### src/rtl/viterbi_decoder.sv
// ---------------------------------------------------------------------------
// viterbi_decoder
//
// Hard-decision Viterbi decoder for the rate-1/2, K=3 convolutional code with
// generators g0 = 111, g1 = 101 (octal 7,5). Four-state add-compare-select
// with register-exchange survivor storage. One symbol is consumed and one
// decoded bit is produced per enabled clock. The decode latency is a fixed
// SURV_LEN enabled cycles. There is no output-valid signal, so the downstream
// block aligns on that latency.
//
// Parameters
//   SURV_LEN  survivor length in bits (= decode latency in enables), 5..64
//   PM_W      path metric width in bits, minimum 4
//
// Ports
//   clk     in   rising-edge clock
//   rst     in   asynchronous, active-high reset
//   enable  in   d_in carries a valid symbol this cycle
//   d_in    in   [1:0] received symbol, d_in[1] = g0 bit, d_in[0] = g1 bit
//   d_out   out  decoded data bit, registered
//
// Configuration macro
//   VITERBI_BEST_STATE_EN  defined: d_out is taken from the survivor of the
//                          state with the smallest new path metric (lowest
//                          index wins ties). Undefined: d_out is always taken
//                          from the survivor of state 00.
//
// Encoder model (state s = {s1,s0}, s1 = most recent input bit):
//   input b emits {b^s1^s0, b^s0}; next state is {b,s1}; start state is 00.
//
// Handshake: there is no back-pressure. When enable is high, d_in is
// consumed on that rising edge. When enable is low, every register holds.
// ---------------------------------------------------------------------------
module viterbi_decoder #(
  parameter int SURV_LEN = 16,
  parameter int PM_W     = 6
) (
  input  logic       clk,
  input  logic       rst,
  input  logic       enable,
  input  logic [1:0] d_in,
  output logic       d_out
);

  // Start metrics. State 00 is favoured because the encoder is known to
  // start there.
  localparam logic [PM_W-1:0] PM_INIT_ZERO  = '0;
  localparam logic [PM_W-1:0] PM_INIT_OTHER = PM_W'(4);

  // Expected code symbol for input bit b leaving encoder state p.
  function automatic logic [1:0] f_branch_sym(input logic [1:0] p, input logic b);
    f_branch_sym = {b ^ p[1] ^ p[0], b ^ p[0]};
  endfunction

  // Hamming distance between two 2-bit symbols (0..2).
  function automatic logic [1:0] f_hamming(input logic [1:0] a, input logic [1:0] e);
    logic [1:0] diff;
    diff      = a ^ e;
    f_hamming = {1'b0, diff[1]} + {1'b0, diff[0]};
  endfunction

  // -------------------------------------------------------------------------
  // State
  // -------------------------------------------------------------------------
  logic [PM_W-1:0]     r_pm   [4];
  logic [SURV_LEN-1:0] r_surv [4];
  logic                r_dout;

  // -------------------------------------------------------------------------
  // Add-compare-select, one lane per next state
  // -------------------------------------------------------------------------
  logic [PM_W-1:0]     w_cand0    [4];
  logic [PM_W-1:0]     w_cand1    [4];
  logic [PM_W-1:0]     w_pm_acs   [4];
  logic [PM_W-1:0]     w_pm_new   [4];
  logic [SURV_LEN-1:0] w_surv_new [4];
  logic [3:0]          w_sel;
  logic                w_norm;
  logic [1:0]          w_out_state;
  logic                w_dout_next;

  for (genvar g = 0; g < 4; g++) begin : g_acs
    // Next state ns = {b,x}. The decision bit b is its MSB. The two
    // predecessors share x as their most recent bit and differ in the oldest.
    localparam logic [1:0] NS  = 2'(g);
    localparam logic       DEC = NS[1];
    localparam logic [1:0] P0  = {NS[0], 1'b0};
    localparam logic [1:0] P1  = {NS[0], 1'b1};

    logic [1:0] w_bm0;
    logic [1:0] w_bm1;

    assign w_bm0 = f_hamming(d_in, f_branch_sym(P0, DEC));
    assign w_bm1 = f_hamming(d_in, f_branch_sym(P1, DEC));

    // Normalisation keeps every stored metric below the top quarter of the
    // range. The spread between states is small for K=3, so these sums
    // cannot wrap.
    assign w_cand0[g] = r_pm[P0] + PM_W'(w_bm0);
    assign w_cand1[g] = r_pm[P1] + PM_W'(w_bm1);

    // Strictly-less compare: ties go to the p0 predecessor.
    assign w_sel[g]    = (w_cand1[g] < w_cand0[g]);
    assign w_pm_acs[g] = w_sel[g] ? w_cand1[g] : w_cand0[g];

    // Register exchange: inherit the winner's history, shift it left and
    // append this step's decision bit.
    assign w_surv_new[g] = w_sel[g] ? {r_surv[P1][SURV_LEN-2:0], DEC}
                                    : {r_surv[P0][SURV_LEN-2:0], DEC};

    // When every metric has its MSB set, subtracting 2^(PM_W-1) from all of
    // them preserves their differences. That makes it a plain MSB clear.
    assign w_pm_new[g] = w_norm ? {1'b0, w_pm_acs[g][PM_W-2:0]} : w_pm_acs[g];
  end

  assign w_norm = w_pm_acs[0][PM_W-1] & w_pm_acs[1][PM_W-1]
                & w_pm_acs[2][PM_W-1] & w_pm_acs[3][PM_W-1];

  // -------------------------------------------------------------------------
  // Output state selection
  // -------------------------------------------------------------------------
`ifdef VITERBI_BEST_STATE_EN
  logic [PM_W-1:0] w_best_pm;

  // Linear scan with strict compare, so the lowest index wins a tie.
  always_comb begin
    w_best_pm   = w_pm_new[0];
    w_out_state = 2'd0;
    for (int i = 1; i < 4; i++) begin
      if (w_pm_new[i] < w_best_pm) begin
        w_best_pm   = w_pm_new[i];
        w_out_state = 2'(i);
      end
    end
  end
`else
  // With a long enough survivor, every path has merged at the oldest bit.
  // So reading from a fixed state gives the same decision without the
  // 4-way comparator.
  assign w_out_state = 2'd0;
`endif

  // The oldest bit of the freshly computed survivor is the decision made
  // SURV_LEN-1 enabled steps ago. Registering it gives a latency of
  // SURV_LEN enables.
  assign w_dout_next = w_surv_new[w_out_state][SURV_LEN-1];

  // -------------------------------------------------------------------------
  // Registers
  // -------------------------------------------------------------------------
  always_ff @(posedge clk or posedge rst) begin
    if (rst) begin
      for (int i = 0; i < 4; i++) begin
        r_pm[i]   <= (i == 0) ? PM_INIT_ZERO : PM_INIT_OTHER;
        r_surv[i] <= '0;
      end
      r_dout <= 1'b0;
    end else if (enable) begin
      for (int i = 0; i < 4; i++) begin
        r_pm[i]   <= w_pm_new[i];
        r_surv[i] <= w_surv_new[i];
      end
      r_dout <= w_dout_next;
    end
  end

  assign d_out = r_dout;

endmodule

### config.mk
export PLATFORM = sky130hd
export DESIGN_NAME = viterbi_decoder
export DESIGN_NICKNAME = d
export VERILOG_FILES = /design/src/rtl/viterbi_decoder.sv
export SDC_FILE = /design/constraint.sdc
export NUM_CORES = 1
export LEC_CHECK = 0
export ABC_AREA = 1
export CORE_MARGIN = 8
export CORE_UTILIZATION = 30
export CTS_BUF_LIST = sky130_fd_sc_hd__clkbuf_8
export DETAILED_ROUTE_END_ITERATION = 8
export GPL_TIMING_DRIVEN = 0
export HOLD_SLACK_MARGIN = 0.03
export PLACE_DENSITY = 0.53
export SLEW_MARGIN = 0
export SYNTH_ARGS = -nofsm -noshare
export SYNTH_HDL_FRONTEND = slang
export SYNTH_SLANG_ARGS = --single-unit
### constraint.sdc
create_clock -name clk -period 2.5 [get_ports clk]
set_input_delay 0.375 -clock clk [delete_from_list [all_inputs] [get_ports clk]]
set_output_delay 0.375 -clock clk [all_outputs]
set_load 0.005 [all_outputs]
==> results.py <==
metrics = {
    "placement": {
        "place.gp.congestion": 0.865,
        "dpl_worst_slack_ps": -1550,
        "hpwl_um": 10600,
        "dp_cells": 933,
        "io_buffer_count": 5,
    },
    "timing": {
        "rsz0062_at_grt": "yes",
        "skew_ps": 16.3,
        "period_share_pct": 112,
        "setup_viol_count_final": 74,
        "hold_viol_final": 0,
        "drv_slew": 0,
        "tightest_slew_ps": 940,
        "relSlewSlack_pct": 37.3,
        "tns_ps": -16480,
        "min_period_ps": 2810,
        "max_freq_mhz": 356,
        "setup_ws_ps": -308,
    },
    "worst_setup_path": {
        "worstPathRequired_ps": 2770,
        "crit_type": "in -> reg",
        "crit_slowest_cell": "ha_4",
        "cpLargestDelayFamily": "adder cells",
        "cp-start-kind": "input port",
        "cp.depth": 21,
        "reg2regPathDepth": 16,
        "arrival_ps": 3080,
        "end_kind": "flop",
        "crit_path_max_fanout": 4,
        "critPathBufInv": 6,
        "worstSetupStartpoint": "d_in[0]",
        "max_stage_delay_ps": 320,
        "crit_chain": "buf_8, clkinvlp_4, ha_4, inv_4, ha_4, buf_4, ha_4, a21o_4, buf_4, xor2_2, ha_1, nand2_2, nor2_4, buf_4, a21oi_4, nand3_2, nand2_4, nor2_8, nand3_4, nand2_2, nand2_1",
        "rr_startpoint": "r_pm[12]$_DFFE_PP0P_",
    },
    "synth": {
        "yosys.area_share.adder_pct": 9.63,
        "synth_xor_area_share_pct": 4.02,
        "async_flop_share_pct": 100,
        "synth_top_family_by_area": "simple AND/OR/NAND/NOR gates",
        "yosys.area_share.simple_pct": 19.8,
        "yosysMostFrequentCell": "nand2_1",
        "synth_area_mm2": 0.00520,
        "synthTopCellsByCount": "nand2_1, o21ai_0, inv_1",
        "syn_nets": 747,
        "yosys_warnings": 0,
        "yosys.area.top_type_share_pct": 36.1,
        "synthMuxAreaShare_pct": 0,
        "synth_seq_cells": 78,
        "synth_compound_area_share_pct": 19.3,
        "yosysSeqAreaShare_pct": 37.6,
        "synth_cell_types": 29,
        "ys.flop_type": "dfrtp_1",
        "synth_cells": 702,
        "synth_edf_count": 0,
        "yosysTopAreaCell": "dfrtp_1",
        "ys_top_cells_by_area": "dfrtp_1, o21ai_0, nand2_1",
        "syn_area_per_cell_um2": 7.40,
    },
    "clocking": {
        "clock_latency_ps": 380,
        "postCtsHoldBufs": 0,
        "cts_root_buffer": "clkbuf_8",
        "cts_buffer_depth": 2,
        "cts_tree": "built",
        "clkTransAtPathRegs_ps": 100,
        "cts-htree-levels": 3,
        "cts_sinks": 78,
        "numCtsBuffers": 9,
    },
    "drt": {
        "route.detailed.drc": 0,
        "wl_per_cell_um": 15.9,
        "firstDrtPassIters": 5,
        "vias": 5054,
        "vias_per_cell": 4.87,
        "drtIter0Drc": 363,
        "drt.antenna.violating_nets": 0,
        "wirelength_um": 16500,
    },
    "floorplan": {
        "row_count": 48,
        "die_x_um": 148,
        "ios": 6,
        "die_h_um": 148,
        "initial_core_util_pct": 30.4,
        "dieArea_mm2": 0.0218,
        "core_area_mm2": 0.0171,
    },
    "status": {
        "failed_checks": "negative setup slack",
        "status": "finished with violations",
    },
    "grt": {
        "globalRouteOverflowTotal": 0,
        "grt_pass1_wl_um": 26500,
        "antenna_found_initial": 0,
        "grt_max_degree": 61,
        "grt_usage_pct": 15.3,
        "grt_pass1_vias": 5074,
    },
    "layout": {
        "fill_cells": 1598,
        "layout.nets": 853,
        "drive_above_1_share_pct": 37.5,
        "area_growth_pct": 47.7,
        "finalNonFillerCells": 1038,
        "postLayoutCoreUtil_pct": 44.9,
        "seq_area_mm2": 0.00196,
        "multi_input_area_mm2": 0.00364,
        "diodes": 0,
    },
    "run": {
        "maxCapViolCount": 0,
    },
    "hold_path": {
        "hold_class": "in -> async",
    },
}
## layout make-up
| type | instances | area share [%] |
|---|---|---|
| multi-input combinational | 495 | 47.4 |
| inverter | 99 | 5.18 |
| sequential | 78 | 25.5 |
| tap | 225 | 3.67 |
| clock buffer | 9 | 1.61 |
| buffer | 30 | 3.60 |
| timing repair buffer | 95 | 11.8 |
| clock inverter | 7 | 1.25 |
## path summary, 6_finish.rpt
kind,end,slack [ps]
max,r_pm[11]$_DFFE_PP0P_,-310
min,r_pm[19]$_DFFE_PP0P_,300
max reg2reg,r_surv[28]$_DFFE_PP0P_,-270
min reg2reg,r_surv[0]$_DFFE_PP0P_,490
max in group asynchronous,r_pm[14]$_DFFE_PP1P_,1560
min in group clk,r_surv[0]$_DFFE_PP0P_,490
## layer usage
| metal | global-route usage [%] | up-vias | part of all wire (%) |
|---|---|---|---|
| met5 | 0 | - | 0 |
| met1 | 20.2 | 2430 | 48 |
| met3 | 1.96 | 37 | 2.2 |
| li1 | - | 2497 | - |
| met4 | 7.29 | 0 | 3.4 |
| met2 | 24.3 | 90 | 47 |
## cells in the final DEF (no fill, tap or decap), drive strengths merged
cell / instances
nand2: 153
o21ai: 133
buf: 108
inv: 99
dfrtp: 75
a21oi: 52
nor2: 40
ha: 40
nand3: 31
clkbuf: 23
xor2: 22
nand4: 5
and2: 5
o21bai: 4
or2: 4
clkinv: 4
clkdlybuf4s50: 3
dfstp: 3
o22ai: 3
bufinv: 2
a21o: 1
xnor2: 1
clkinvlp: 1
o211ai: 1
## per-stage QoR
stage          instance area, um^2  hold slack, ps
2_1_floorplan                 5370             437
3_3_place_gp                  5700             461
3_5_place_dp                  5730             460
4_1_cts                       7180             303
5_1_grt                       7680             321
6_report                      7680             298
## worst reg2reg max path: stages, from the launching register on
cell and delay [ps]:
dfrtp_1 440, buf_4 170, ha_4 160, buf_4 130, nand4_1 70, nand3_1 130, and2_4 200, ha_4 220
a21oi_2 130, o21ai_2 70, a21oi_2 190, clkinv_4 160, buf_12 170, buf_16 140, a21oi_4 160, o21ai_4 90
o21ai_2 60
## what timing repair did
item	in CTS	in global routing
hold endpoints to repair	0	0
gates resized for setup	186	110
setup buffers	73	13
setup endpoints to repair	75	75
pin swaps	28	44
cloned	5	1
## cells by family after synthesis
logic type	Yosys count
buffers and inverters	129
AO/OA/AOI/OAI	194
flip-flops	78
adder cells (fa/ha/maj)	40
AND/OR/NAND/NOR	238
XOR/XNOR	23
## sequential cells by signal (all words and copies together) (netlist names)
name,flops
r_pm,24
d_out,1
r_surv,53
Power is left out: the tool's default activity adds up to more than one toggle a clock period on the data nets, which glitch-free logic cannot reach.
==> patch (config.mk and constraints unchanged) <==
The parameter `PM_W` goes from 6 to 12.
--- a/src/rtl/viterbi_decoder.sv
+++ b/src/rtl/viterbi_decoder.sv
@@ -34,5 +34,5 @@
 module viterbi_decoder #(
   parameter int SURV_LEN = 16,
-  parameter int PM_W     = 6
+  parameter int PM_W     = 12
 ) (
   input  logic       clk,
Behaviour: no difference found for any inputs over 10 cycles, from zero or initial values and one cycle with rst high; that may be too few to reach the edited logic, so the function may still have changed.
==> patch against the unedited design <==
The flow still finishes with violations (setup timing). Global-route usage rose by 2.1 points. Area after synthesis rose by 54%. Worst setup slack got worse by 0.27 ns. Cell count rose by 56%. Count of clock-buffer cells in the layout rose by 1. Sequential cell count rose by 24. Highest routed layer unchanged. Critical path type unchanged. Sequential share of layout area fell by 4.0 points. Wire length rose by 72%. Design area rose by 55%. Non-clock buffer count rose by 53. Register-to-register slack got worse by 0.31 ns.
Power is left out: the tool's default activity adds up to more than one toggle a clock period on the data nets, which glitch-free logic cannot reach.
==> patch: results (changes against the unedited design) <==
metric,value,unit,change
status,"finished, violations left",,
syn_nets,1200,,+61%
Cell variety after synth,40,,+38%
Final HPWL DP,18890,um,+79%
Synth Area in Compound Gates,15.82,%,-3.5 points
DRT iter0 DRCs,495,,+36%
failing checks,setup timing,,
Seq. cell area,2560,um2,+31%
clk sinks,102,,+31%
worst reg2reg path depth,22,,+6
Setup TNS,-45.08,ns,-28.60 ns
area occupied by multi-input gates,6300,um2,+73%
placed cells,1473,,+58%
layout cells sized above 1,41.59,%,+4.1 points
met2 usage,27.86,%,+3.5 points
"Max FO, Critical Path",5,,+1
routed wire length,28440,um,+72%
Layout Skew,0.02656,ns,+0.01023 ns
insertion delay of the later-clocked pin in the worst-skew pair,0.41,ns,+0.03 ns
worst hold slack,0.2822,ns,-0.01602 ns
Max stage delay on crit path,0.28,ns,-0.04 ns
core box area,26060,um2,+52%
drt via density,4.989,,+2.5%
xor/xnor cell area share of the yosys netlist,7.023,%,+3.0 points
clock buffers,10,,+1
Synth Area in Adders,10.03,%,+0.40 points
Clock buf/inv share,1.686,%,-1.2 points
final worst slack,-0.5769,ns,-0.2685 ns
Setup crit end,r_pm[35],,
"top cells by count, synth","nand2_1, inv_1, o21ai_0",,
FILL cells,2513,,+57%
Met2 Wirelength,13520,um,+75%
pin count of the biggest net entering global routing,39,,-36%
start of the worst register-to-register path,r_pm[25],,
metal3 WL,1176,um,+230%
Mapped Cells,1131,,+61%
Area contributors post-synth,"dfrtp_1, nand2_1, ha_1, o21ai_0, inv_1",,
Multi-In Gates,826,,+67%
pre-CTS setup slack,-1.905,ns,-0.3586 ns
sequential share of the synthesized area,32.03,%,-5.6 points
Slew @ Worst Pin,1.111,ns,+0.1712 ns
Buffers excl. clock,178,,+42%
GR Util met3,2.906,%,+0.95 points
placed cell areas,8740,um2,+52%
Non-clock buffer share,14.86,%,-0.53 points
final cell count without fillers,1619,,+56%
Worst Path Arrival,3.37,ns,+0.29 ns
Final setup violation count,99,,+34%
[patch: cell types whose count changed in the layout (fill, tap and decap cells not counted), sizes merged, moves of 6 or more]
cell,unedited run,this run
a21oi,52,72
buf,108,157
clkbuf,23,29
dfrtp,75,99
ha,40,64
inv,99,164
nand2,153,306
nand4,5,12
nor2,40,88
nor3,0,6
o21ai,133,169
xor2,22,58
[patch: repair_timing]
| item | 4_1_cts | 5_1_grt |
|---|---|---|
| buffers inserted | 85 | 45 |
| setup endpoints to repair | 99 | 99 |
| gates cloned | 10 | 2 |
| gates resized for setup | 273 | 231 |
| pin swaps | 83 | 126 |
[patch: critical path: cells and delay by family]
| kind | cells | cell delay (ns) |
|---|---|---|
| compound gates | 2 | 0.35 |
| xor+xnor | 1 | 0.23 |
| fa+ha+maj | 4 | 0.84 |
| buf+inv | 5 | 0.53 |
| simple gates | 10 | 1.01 |
